**src/rtl/ds_reg_ctrl.sv**
```systemverilog
// Parameter-register controller for the delta-sigma modulator.
// Assembles byte commands into 16-bit shadow writes and commits all shadow
// registers to the active set atomically on a programmable sample tick.
module ds_reg_ctrl #(
  parameter int unsigned NUM_REGS  = 3,
  parameter int unsigned REG_BITS  = 16,
  parameter int unsigned DIV_BITS  = 8,
  parameter int unsigned DIV_RESET = 0
) (
  input  logic                         clk,
  input  logic                         rst_n,
  input  logic                         in_valid,
  input  logic [7:0]                   in_data,
  output logic                         in_ready,
  output logic                         sample_tick,
  output logic [NUM_REGS*REG_BITS-1:0] regs,
  output logic                         update,
  output logic                         err
);

  typedef enum logic [1:0] {StIdle, StDataLo, StDataHi, StDivByte} state_e;

  localparam logic [DIV_BITS-1:0] DivInit = DIV_BITS'(DIV_RESET);

  state_e              state_q, state_d;
  logic [4:0]          addr_q, addr_d;
  logic [7:0]          lo_q, lo_d;
  logic [REG_BITS-1:0] shadow_q [NUM_REGS];
  logic [REG_BITS-1:0] shadow_d [NUM_REGS];
  logic [REG_BITS-1:0] active_q [NUM_REGS];
  logic [REG_BITS-1:0] active_d [NUM_REGS];
  logic [DIV_BITS-1:0] div_q, div_d;
  logic [DIV_BITS-1:0] cnt_q, cnt_d;
  logic                tick_q, tick_d;
  logic                update_q, update_d;
  logic                err_q, err_d;
  logic                pending_q, pending_d;

  logic accept;
  logic tick_now;
  logic addr_hit;

  // Bytes are held off while a commit waits for its tick.
  assign in_ready    = !pending_q;
  assign accept      = in_valid && !pending_q;
  assign tick_now    = (cnt_q == '0);
  assign sample_tick = tick_q;
  assign update      = update_q;
  assign err         = err_q;

  for (genvar g = 0; g < NUM_REGS; g++) begin : g_regs
    assign regs[g*REG_BITS +: REG_BITS] = active_q[g];
  end

  // Next-state: divider, commit, and command FSM.
  always_comb begin
    state_d   = state_q;
    addr_d    = addr_q;
    lo_d      = lo_q;
    shadow_d  = shadow_q;
    active_d  = active_q;
    div_d     = div_q;
    cnt_d     = cnt_q;
    tick_d    = 1'b0;
    update_d  = 1'b0;
    err_d     = err_q;
    pending_d = pending_q;
    addr_hit  = 1'b0;

    if (tick_now) begin
      cnt_d  = div_q;
      tick_d = 1'b1;
    end else begin
      cnt_d  = cnt_q - 1'b1;
    end

    // Only a commit already pending before this edge may fire here.
    if (tick_now && pending_q) begin
      active_d  = shadow_q;
      update_d  = 1'b1;
      pending_d = 1'b0;
    end

    if (accept) begin
      unique case (state_q)
        StIdle: begin
          unique case (in_data[7:6])
            2'b00: begin
              addr_d  = in_data[4:0];
              state_d = StDataLo;
            end
            2'b01:   state_d   = StDivByte;
            2'b10:   pending_d = 1'b1;
            default: err_d     = 1'b0;
          endcase
        end
        StDataLo: begin
          lo_d    = in_data;
          state_d = StDataHi;
        end
        StDataHi: begin
          for (int unsigned i = 0; i < NUM_REGS; i++) begin
            if (32'(addr_q) == i) begin
              shadow_d[i] = REG_BITS'({in_data, lo_q});
              addr_hit    = 1'b1;
            end
          end
          if (!addr_hit) err_d = 1'b1;
          state_d = StIdle;
        end
        default: begin
          div_d   = DIV_BITS'(in_data);
          state_d = StIdle;
        end
      endcase
    end
  end

  // State registers with synchronous active-low reset.
  always_ff @(posedge clk) begin
    if (!rst_n) begin
      state_q   <= StIdle;
      addr_q    <= '0;
      lo_q      <= '0;
      for (int unsigned i = 0; i < NUM_REGS; i++) begin
        shadow_q[i] <= '0;
        active_q[i] <= '0;
      end
      div_q     <= DivInit;
      cnt_q     <= DivInit;
      tick_q    <= 1'b0;
      update_q  <= 1'b0;
      err_q     <= 1'b0;
      pending_q <= 1'b0;
    end else begin
      state_q   <= state_d;
      addr_q    <= addr_d;
      lo_q      <= lo_d;
      shadow_q  <= shadow_d;
      active_q  <= active_d;
      div_q     <= div_d;
      cnt_q     <= cnt_d;
      tick_q    <= tick_d;
      update_q  <= update_d;
      err_q     <= err_d;
      pending_q <= pending_d;
    end
  end

endmodule

```
**config.mk**
```make
export PLATFORM = sky130hd
export DESIGN_NAME = ds_reg_ctrl
export DESIGN_NICKNAME = d
export VERILOG_FILES = /design/src/rtl/ds_reg_ctrl.sv
export SDC_FILE = /design/constraint.sdc
export NUM_CORES = 1
export LEC_CHECK = 0
export CORE_ASPECT_RATIO = 1.75
export CORE_MARGIN = 2
export CORE_UTILIZATION = 49
export CTS_CLUSTER_SIZE = 12
export DETAILED_ROUTE_END_ITERATION = 6
export GPL_TIMING_DRIVEN = 0
export PLACE_DENSITY_LB_ADDON = 0.25
export SLEW_MARGIN = 25
export SYNTH_ARGS = -nofsm -noshare
export SYNTH_HDL_FRONTEND = slang
export SYNTH_SLANG_ARGS = --single-unit
```
**constraint.sdc**
```tcl
create_clock -name clk -period 2 [get_ports clk]
set_input_delay 0.3 -clock clk [delete_from_list [all_inputs] [get_ports clk]]
set_output_delay 0.3 -clock clk [all_outputs]
set_load 0.02 [all_outputs]
```
==> results.toml <==
[timing]
finalSetupTns_ns = 0
slew_viol_final = 0
setup_viol = 0
hold_violations = 0
slew_headroom_pct = 50.3
fin_ws_ns = 0.0496
finalClockSkew_ns = 0.0114
fin_crit_sh_pct = 97.5
rsz0062_at_grt = "no"
hold_ws_ns = 0.361
fin_crit_ns = 1.95
clock.fmax_mhz = 513
tightest_slew_ns = 0.739

[yosys]
ys.flop_type = "dfxtp_1"
synthArstFlopShare_pct = 0
synth_area_um2 = 4900
synth_seq_cells = 131
synth.distinct_cells = 36
yosys_warnings = 0
synth_edf_count = 0
syn_nets = 506
yosysSeqAreaShare_pct = 53.5
synth_area_leaders = "dfxtp_1, mux2i_1, nand2_1"
syn-instance-count = 493
avgSynthCellArea_um2 = 9.94
synth.top_cell.area_share_pct = 53.5
synth.most_common_cell = "nand2_1"
synthTopCellsByCount = "nand2_1, dfxtp_1, mux2i_1, clkbuf_1"
yosysTopAreaCell = "dfxtp_1"

[route]
route.final.wire_length_um = 11800
drc = 0
first_iter_violations = 129
wl_per_cell_um = 16.5
via_per_inst = 5.35
vias = 3833
firstDrtPassIters = 6
postRouteAntennaNets = 0

[floorplanning]
fp.dieArea_um2 = 10800
initial_core_util_pct = 50.0
core_area_um2 = 9790
die_w_um = 79.6
num_io_pins = 63
rows = 48
fp.dieH_um = 136

[job]
drv_cap = 0

[grt]
antenna_found_initial = 0
grt_pass1_vias = 3803
grt_max_degree = 17
grt_usage_pct = 22.9
grt_pass1_wl_um = 18600
gr-total-overflow = 0

[worst_setup_path]
path_buf_inv = 0
crit_family = "simple AND/OR/NAND/NOR gates"
arrival_ns = 2.26
cp_slowest_stage_delay_ns = 0.67
cp-end-kind = "flop"
path_class = "flop to flop"
cp-start-kind = "flop"
cp_slowest_cell = "nor4_1"
path_max_fanout = 8
path_cells = "nor4_1 > nand3_1 > a311oi_1"
crit_required_ns = 2.31

[worst_hold_path]
hold_class = "input port to flop"

[cts]
clock_sinks = 131
cts.clk_slew.worst_paths_ns = 0.06
cts_tree = "yes"
cts_hold_buf = 0
clk_latency_ns = 0.42
cts_buffers = 17
cts_max_level = 4
cts_max_path_buffers = 2
cts-root-buf = "clkbuf_16"

[final_layout]
final_nets = 591
fillerInstances = 773
drive_above_1_share_pct = 10.3
num_antenna_cells = 0
fin_cells = 716
finalInstanceArea_um2 = 6360
area_growth_pct = 29.9

[placed_design]
hpwl_um = 8570
dp.cells = 679
place_area_um2 = 5700
port_buffers = 61
gp_congestion = 0.850
place_ws_ns = -0.717

[status]
status = "complete, no violations"

[power]
combPwrFrac_pct = 14.6
switchingPower_w = 0.00178
seqPwrFrac_pct = 41.7
ir_drop_uv = 739
total_leakage_power_nw = 2.91
clkPwrFrac_pct = 43.7
p_int_w = 0.00498
p_per_area_nw_per_um2 = 1060
netSwitchingFraction_pct = 26.3
==> worst register-to-register path, stage by stage (launching register included) <==
cell,delay (ns)
dfxtp_2,0.35
nor4_1,0.67
nand3_1,0.45
a311oi_1,0.38
==> repair_timing <==
action / in CTS / in global routing
pin swaps: 2 / 1
resized for setup: 10 / 4
endpoints found under the setup margin: 78 / 66
setup buffers: 4 / 5
==> cell type report <==
type                            instances  area (um^2)  area share, %
Sequential cell                       131         2630           41.3
Multi-Input combinational cell        325         2150           33.8
Timing Repair Buffer                   70          678           10.7
Clock buffer                           20          467           7.33
Buffer                                 28          160           2.52
Tap cell                              125          156           2.46
Clock inverter                         12          106           1.67
Inverter                                5         18.8          0.295
==> final timing paths <==
check	endpoint	startpoint	slack, ns	cells past startpoint
max	cnt_q[5]	cnt_q[2]	0.05	3
min reg2reg	regs[0]	regs[0]	0.46	2
min	cnt_q[2]	rst_n	0.36	3
max reg2reg	cnt_q[5]	cnt_q[2]	0.05	3
==> layer usage <==
metal | wire (um) | vias up | GRT usage, % | part of all wire, %
met3 | 399 | 30 | 5.51 | 3.4
met5 | 0 | - | 0 | 0
met4 | 271 | 0 | 9.96 | 2.3
met2 | 6680 | 105 | 43.7 | 56
met1 | 4490 | 1845 | 22.9 | 38
li1 | - | 1853 | - | -
==> power groups by stage <==
stage | Combinational [W] | Clock [W] | Sequential (W)
2_1_floorplan | 0.000633 | 0 | 0.00285
3_3_place_gp | 0.000836 | 0 | 0.00285
3_5_place_dp | 0.000864 | 0 | 0.00286
4_1_cts | 0.000873 | 0.00296 | 0.00281
5_1_grt | 0.00105 | 0.00308 | 0.00282
6_report | 0.000986 | 0.00295 | 0.00282
==> state kept, by name (all words and copies together) (netlist names), 2 cells and up <==
| name | cells |
|---|---|
| regs | 48 |
| shadow_q | 48 |
| cnt_q | 8 |
| div_q | 8 |
| lo_q | 8 |
| addr_q | 5 |
| state_q | 2 |
==> cells by family (layout without fill, tap and decap cells) <==
logic type | after synthesis | in the layout | synth area share [%]
simple gates | 182 | 182 | 16.0
mux | 109 | 109 | 22.3
flops | 131 | 131 | 53.5
xor+xnor | 2 | 2 | 0.358
buf+inv | 37 | 135 | 3.37
fa+ha+maj | 2 | 2 | 0.511
compound gates | 30 | 30 | 3.91
==> stage by stage <==
stage               total power, W  utilization [%]
floorplan                  0.00348                -
global placement           0.00369             58.2
detailed placement         0.00373             58.2
CTS                        0.00664             64.5
global route               0.00696             65.0
finish                     0.00675             65.0
==> layout by cell type (no fill, tap or decap), drive strengths merged, types with 2 or more instances in the layout <==
cell	netlist	final
clkinv	1	7
or4	3	3
mux2i	109	109
xnor2	2	2
dfxtp	131	131
a211oi	4	4
inv	4	5
a311oi	2	2
o31ai	2	2
nor3	7	7
clkinvlp	0	4
or3	2	2
or3b	2	2
ha	2	2
nor2b	2	2
o211a	2	2
nand3	2	2
clkdlybuf4s50	0	61
nor3b	2	2
a21oi	13	13
nor2	13	13
buf	7	17
nand2	138	138
nor4bb	2	2
nand4b	3	3
clkbuf	25	40
o21ai	4	4
Power figures use the tool's default switching activity.
